## src/rtl/hdmi_frame_rd_ctrl.sv

```systemverilog
// hdmi_frame_rd_ctrl: read-side scheduler between the DDR read port and the
// HDMI line FIFO. On each frame start it flushes the FIFO, rewinds to the
// frame base, and issues burst reads (req/ack/done) while the FIFO has room.
// Optional macro FRAME_RD_PINGPONG_EN: selects the base bank from wr_bank,
// sampled at frame start.
module hdmi_frame_rd_ctrl #(
  parameter int unsigned ADDR_W      = 28,
  parameter int unsigned LEN_W       = 9,
  parameter int unsigned FIFO_CNT_W  = 10,
  parameter int unsigned FIFO_DEPTH  = 512,
  parameter int unsigned BURST_LEN   = 128,
  parameter int unsigned FRAME_WORDS = 1024*600/8,
  parameter int unsigned BASE_ADDR0  = 0
`ifdef FRAME_RD_PINGPONG_EN
  ,
  parameter int unsigned BASE_ADDR1  = 'h100000
`endif
) (
  input  logic                  sys_clk,
  input  logic                  sys_rst,
  input  logic                  init_done,
  input  logic                  vs_in,
  input  logic [FIFO_CNT_W-1:0] fifo_wr_cnt,
  output logic                  fifo_clr,
  output logic                  rd_req,
  output logic [ADDR_W-1:0]     rd_addr,
  output logic [LEN_W-1:0]      rd_len,
  input  logic                  rd_ack,
  input  logic                  rd_done,
  output logic                  frame_busy,
  output logic                  late_err
`ifdef FRAME_RD_PINGPONG_EN
  ,
  input  logic                  wr_bank
`endif
);

  localparam int unsigned WL_W = $clog2(FRAME_WORDS + 1);
  localparam int unsigned CW   = FIFO_CNT_W + 1;

  localparam logic [2:0] ST_IDLE    = 3'd0;
  localparam logic [2:0] ST_WAIT_VS = 3'd1;
  localparam logic [2:0] ST_CHECK   = 3'd2;
  localparam logic [2:0] ST_REQ     = 3'd3;
  localparam logic [2:0] ST_BURST   = 3'd4;

  logic [2:0]        state;
  logic              vs_d;
  logic              fs;
  logic              req_q;
  logic              restart_pend;
  logic [ADDR_W-1:0] addr;
  logic [ADDR_W-1:0] base_addr;
  logic [WL_W-1:0]   words_left;
  logic [LEN_W-1:0]  next_len;
  logic              room;
  logic              restart;

`ifdef FRAME_RD_PINGPONG_EN
  logic bank_q;

  // Remember the bank seen at the last frame start for deferred restarts
  always_ff @(posedge sys_clk) begin
    if (sys_rst)
      bank_q <= 1'b0;
    else if (fs)
      bank_q <= wr_bank;
  end

  // Bank is taken live on the frame-start cycle, otherwise from the latch
  always_comb begin
    base_addr = ADDR_W'(BASE_ADDR0);
    if (fs ? wr_bank : bank_q)
      base_addr = ADDR_W'(BASE_ADDR1);
  end
`else
  // Single-bank build: the frame always starts at bank 0
  always_comb base_addr = ADDR_W'(BASE_ADDR0);
`endif

  // Frame-start edge, FIFO room test, burst length and restart decision
  always_comb begin
    fs       = vs_in & ~vs_d;
    room     = ({1'b0, fifo_wr_cnt} + CW'(BURST_LEN)) <= CW'(FIFO_DEPTH);
    next_len = LEN_W'(BURST_LEN);
    if (32'(words_left) < BURST_LEN)
      next_len = LEN_W'(words_left);
    restart  = ((state == ST_WAIT_VS) && fs) ||
               ((state == ST_CHECK)   && fs) ||
               ((state == ST_REQ)     && fs && !rd_ack) ||
               ((state == ST_BURST)   && rd_done && (restart_pend || fs));
  end

  // A frame start while a request is still unacknowledged withdraws it in the
  // same cycle; a coincident ack wins and the request stands.
  always_comb rd_req = req_q & ~(fs & ~rd_ack);

  // Frame fetch state machine
  always_ff @(posedge sys_clk) begin
    if (sys_rst) begin
      state        <= ST_IDLE;
      vs_d         <= 1'b0;
      fifo_clr     <= 1'b0;
      req_q        <= 1'b0;
      rd_addr      <= '0;
      rd_len       <= '0;
      frame_busy   <= 1'b0;
      late_err     <= 1'b0;
      restart_pend <= 1'b0;
      addr         <= '0;
      words_left   <= '0;
    end else begin
      vs_d     <= vs_in;
      fifo_clr <= 1'b0;
      case (state)
        ST_IDLE: begin
          if (init_done)
            state <= ST_WAIT_VS;
        end
        ST_WAIT_VS: ;
        ST_CHECK: begin
          if (fs) begin
            if (words_left != '0)
              late_err <= 1'b1;
          end else if (words_left == '0) begin
            frame_busy <= 1'b0;
            state      <= ST_WAIT_VS;
          end else if (room) begin
            req_q   <= 1'b1;
            rd_addr <= addr;
            rd_len  <= next_len;
            state   <= ST_REQ;
          end
        end
        ST_REQ: begin
          if (rd_ack) begin
            req_q <= 1'b0;
            state <= ST_BURST;
            if (fs) begin
              restart_pend <= 1'b1;
              late_err     <= 1'b1;
            end
          end else if (fs) begin
            req_q    <= 1'b0;
            late_err <= 1'b1;
          end
        end
        ST_BURST: begin
          if (fs) begin
            restart_pend <= 1'b1;
            late_err     <= 1'b1;
          end
          if (rd_done && !(restart_pend || fs)) begin
            addr       <= addr + ADDR_W'(rd_len);
            words_left <= words_left - WL_W'(rd_len);
            state      <= ST_CHECK;
          end
        end
        default: state <= ST_IDLE;
      endcase
      // Frame (re)start overrides whatever the state case decided
      if (restart) begin
        fifo_clr     <= 1'b1;
        addr         <= base_addr;
        words_left   <= WL_W'(FRAME_WORDS);
        frame_busy   <= 1'b1;
        restart_pend <= 1'b0;
        state        <= ST_CHECK;
      end
    end
  end

endmodule

```

## config.mk

```make
export PLATFORM = sky130hd
export DESIGN_NAME = hdmi_frame_rd_ctrl
export DESIGN_NICKNAME = d
export VERILOG_FILES = /design/src/rtl/hdmi_frame_rd_ctrl.sv
export SDC_FILE = /design/constraint.sdc
export NUM_CORES = 1
export LEC_CHECK = 0
export ABC_AREA = 1
export CORE_AREA = 2 2 98 100
export DETAILED_ROUTE_END_ITERATION = 7
export DIE_AREA = 0 0 100 102
export PLACE_DENSITY = 0.79
export SKIP_CTS_REPAIR_TIMING = 1
export SLEW_MARGIN = 5
export SYNTH_ARGS = -nofsm -noshare
export SYNTH_HDL_FRONTEND = slang
export SYNTH_SLANG_ARGS = --single-unit
```

## constraint.sdc

```tcl
create_clock -name sys_clk -period 2.4 [get_ports sys_clk]
set_clock_uncertainty 0.15 [all_clocks]
set_input_delay 0.72 -clock sys_clk [delete_from_list [all_inputs] [get_ports sys_clk]]
set_output_delay 0.72 -clock sys_clk [all_outputs]
set_load 0.01 [all_outputs]
```

Word level (Yosys, flattened, before mapping)
Index checks and enable logic that the tools add are counted.
{"block": "op_classes", "n_addsub": 3, "magnitude_cmp": 2, "eq_ne": 22, "mux": 30, "bitwise": 9, "reduce_logical": 34}
{"cell": "17-bit 2-to-1 mux", "count": 3}
{"cell": "28-bit by 9-bit adder with 28-bit output", "count": 1}
{"cell": "3-bit 2-to-1 mux", "count": 6}
{"cell": "17-bit zero test", "count": 1}
{"cell": "17-bit by 8-bit < comparator with 1-bit output (second input constant)", "count": 1}
{"cell": "17-bit nonzero test", "count": 1}
{"cell": "17-bit by 9-bit subtractor with 17-bit output", "count": 1}
{"cell": "1-bit 2-to-1 mux", "count": 15}
{"cell": "3-bit one-hot mux with 5 select lines", "count": 1}
{"cell": "2-bit != test (second input constant)", "count": 7}
{"cell": "2-bit nonzero test", "count": 7}
{"cell": "3-bit != test (second input constant)", "count": 4}
{"cell": "6-bit AND reduction", "count": 2}
{"cell": "10-bit by 8-bit adder with 11-bit output (second input constant)", "count": 1}
{"cell": "11-bit by 10-bit <= comparator with 1-bit output (second input constant)", "count": 1}
{"cell": "9-bit 2-to-1 mux", "count": 1}
{"cell": "2-bit by 1-bit != test with 1-bit output (second input constant)", "count": 4}
{"cell": "4-bit AND reduction", "count": 2}
{"cell": "1-bit logical AND", "count": 7}
{"cell": "3-bit by 2-bit equality test with 1-bit output (second input constant)", "count": 2}
{"cell": "3-bit by 2-bit != test with 1-bit output (second input constant)", "count": 2}
{"cell": "1-bit NOT", "count": 6}
{"cell": "1-bit one-hot mux with 2 select lines", "count": 3}
{"cell": "2-bit AND reduction", "count": 3}
{"cell": "11 further kinds", "count": 18}
{"block": "word_totals", "reg_bits": 91, "inputBits": 16, "out_inout_bits": 41, "wordCells": 113}

Longest topological paths before layout
{"block": "depth", "depth_word": 8, "mapped_depth": 15, "mapped_depth_nobuf": 15}

Worst setup path before layout
Ideal clock, no wire load.
{"block": "synth_timing", "path_type": "input-to-reg", "start": "input port fifo_wr_cnt[7]", "end": "register rd_len[7]", "setup_time_ns": 0.126, "arrival_ns": 1.831, "required_ns": 2.124, "path_slack_ns": 0.293, "cell_stages": 11, "n_path_buf": 2, "cell_sequence": "ha_1 > inv_1 > nand3_1 > nor2_1 > nand2_1 > nand2_2 > nand2_4 > nor2_8 > buf_6 > buf_6 > a21oi_2"}
{"block": "synth_via", "elab_chain_len": 3}
{"element": "from (decl)", "line": "23", "rtl": "input logic [FIFO_CNT_W-1:0] fifo_wr_cnt,"}
{"element": "10-bit by 8-bit adder with 11-bit output", "line": "84", "rtl": "room = ({1'b0, fifo_wr_cnt} + CW'(BURST_LEN)) <= CW'(FIFO_DEPTH);"}
{"element": "11-bit by 10-bit <= comparator with 1-bit output", "line": "84"}
{"element": "4-bit AND reduction (no source line)"}
{"element": "to (signal assigned)", "line": "131", "rtl": "rd_len <= next_len;"}
{"element": "to (decl)", "line": "27", "rtl": "output logic [LEN_W-1:0] rd_len,"}
Every way passes these cells.
A chain may end at the register's enable or synchronous reset.

Worst setup path in the final report
{"block": "layout_timing", "start": "register rd_len[7]", "end": "output port rd_len[7]"}
No word-level cell between the ends.

==> flow_summary_export.csv <==
group,metric,value,unit
run_status,status,"finished clean",
pwr,p_leak,2.772,nW
finish,final_cell_mix,"128 x nand2_1, 95 x nor2_1, 92 x inv_1, 90 x dfxtp_1, 53 x a21oi_1",
clock_network,clk_latency,0.38,ns
route,vias,4942,
run,max-cap-violations,0,
synthesis,synth_area,5060,µm²
finish,register_area,1823,µm²
sta,fmax,437.8,MHz
sta,maxSlewViolCount,0,
die,coreArea,9109,µm²
synthesis,synthDistinctLibCells,45,
synthesis,synth_nets,760,
route,drcViolationCount,0,
pwr,peakVddDrop,0.3084,mV
synthesis,synth_top_area_frac,0.3600,
synthesis,ys_warn_count,0,
sta,fin_worst_hold_slack,0.3229,ns
sta,rsz0062_at_grt,"no",
clock_network,ctsLongestPathBuffers,2,
sta,worst_pin_slew,0.3724,ns
die,die-area,10200,µm²
route,wirelength,13610,µm
sta,setup_tns,0,ns
finish,fill_cells,777,
clock_network,cts_root_buffer,"clkbuf_8",
route,drtPass1Iterations,4,
setup_path,cp_data_required_time,1.53,ns
global_route,antenna_found_initial,0,
finish,layout.nets,840,
route,drt_iter0_drc,184,
finish,final_common_cell,"nand2_1",
place,dp_hpwl,9513,µm
pwr,power_density,497.1,nW/µm²
place,portBuffers,56,
finish,syn_to_final_growth,23.19,%
route,ant_nets,0,
global_route,grt-ovfl-total,0,
setup_path,cp.arrival,1.41,ns
sta,hold_viol,0,
route,avgViaCountPerCell,5.378,
clock_network,cts_buffers,9,
die,die_width,100,µm
clock_network,cts_tree,"built",
setup_path,critPathKind,"reg2out",
global_route,grt_max_degree,35,
die,initial_core_util,0.5555,
die,boundaryPins,57,
clock_network,cts_sinks,91,
finish,multi_input_area,2748,µm²
pwr,power.total,3.099,mW
finish,antennaDiodeCount,0,
synthesis,synth_top_area_cell,"dfxtp_1",
sta,slew_headroom,0.7495,
global_route,grt_pass1_wl,21310,µm
global_route,grt_pass1_vias,4704,
die,die_y,102,µm
setup_path,cpLargestDelayFamily,"buffers and inverters",
clock_network,clk_pin_slew,0.10,ns
synthesis,ys_seq_elements,91,
synthesis,ys_seq_area_frac,0.3600,
global_route,grt_use_total,0.2607,
setup_path,worst-path-buf-inv,1,
clock_network,htreeDepth,3,
synthesis,synthTopCellsByArea,"dfxtp_1 36%, nand2_1 9.6%, nor2_1 7.0%",
synthesis,synth_cells,723,
synthesis,syn_avg_cell_area,6.998,µm²
route,wl_per_cell,14.80,µm
sta,post-route-period-util,0.9518,
sta,period_needed,2.284,ns
setup_path,cp_cell_sequence,"clkdlybuf4s50_1",
setup_path,max_stage_delay,0.58,ns
worst_hold_path,min_path_type,"reg2reg",
setup_path,worst-path-max-fanout,4,
finish,drive_gt1_frac,0.1287,
sta,finalSetupViolCount,0,
setup_path,crit_path_start_kind,"flip-flop",
setup_path,end_kind,"output pin",
place,gp_congestion,0.8547,
die,rows,35,
setup_path,critPathSlowestCell,"clkdlybuf4s50_1",
-- synthesized netlist by cell type (all sizes together) --
master   instances
nand3           47
o21bai           1
nand2          142
xor2             9
o21ai           59
a21boi           1
and2             1
o2111ai          1
a21oi           64
nor3b            1
o211ai           3
ha              19
xnor2            5
a31oi            2
nor2           107
or2              6
clkinv           1
clkbuf           6
nand4            9
a21o             1
inv             97
nor3            24
buf             16
fa               2
a211oi           3
o22ai            2
nor4             3
dfxtp           91
-- flip-flops by register name, summed over array words and instances (netlist names) --
name,cells
addr,28
fifo_clr,1
rd_len,9
req_q,1
frame_busy,1
restart_pend,1
rd_addr,28
state,3
late_err,1
vs_d,1
words_left,17
-- power by group --
group	switching [mW]	total (mW)	internal, mW
sequential	0.0269	1.56	1.54
clock	0.622	1.12	0.498
combinational	0.244	0.415	0.171
total	0.893	3.10	2.21
-- worst paths after layout --
| check | from | end | slack (ns) | cells after the start |
|---|---|---|---|---|
| worst min-delay path | addr[27] | addr[27] | 0.32 | 2 |
| worst max register to register | rd_len[7] | addr[24] | 0.21 | 11 |
| worst min register to register | addr[27] | addr[27] | 0.32 | 2 |
| worst max-delay path | rd_len[7] | rd_len[7] | 0.12 | 1 |
-- cells by family (layout without fill, tap and decap cells) --
group	count (synthesis)	count (layout)	synth area share
DFF	91	91	0.3600
AOI/OAI and AO/OA	137	137	0.1511
buffers and inverters	120	204	0.1006
xor gates and xnor gates	14	14	0.02423
and+or+nand+nor	340	341	0.3091
adders and majority gates	21	21	0.05490
-- stage by stage --
stage / instances / setup WS (ns) / area (µm²) / utilization
after floorplan: 723 / 0.2928 / 5060 / -
after global routing: 919 / 0.005463 / 6233 / 0.6843
after global placement: 895 / -0.4698 / 5858 / 0.6431
after CTS: 911 / -0.4736 / 6063 / 0.6657
final: 919 / 0.1158 / 6233 / 0.6843
after detailed placement: 895 / -0.4720 / 5858 / 0.6431
-- per-layer routing --
layer / part of all wire / GRT usage / vias to the layer above
met3: 0.033 / 0.03694 / 31
met2: 0.50 / 0.4693 / 107
met5: 0 / 0 / -
li1: - / - / 2519
met4: 0.026 / 0.1054 / 0
met1: 0.44 / 0.3146 / 2285
-- cell type report --
| type | instances | share of cell area |
|---|---|---|
| Multi-Input combinational cell | 513 | 0.4408 |
| Clock buffer | 9 | 0.01987 |
| Sequential cell | 91 | 0.2925 |
| Clock inverter | 7 | 0.01305 |
| Tap cell | 111 | 0.02228 |
| Timing Repair Buffer | 90 | 0.1525 |
| Inverter | 98 | 0.05901 |
Note: power is estimated with default switching activity, not from simulation.
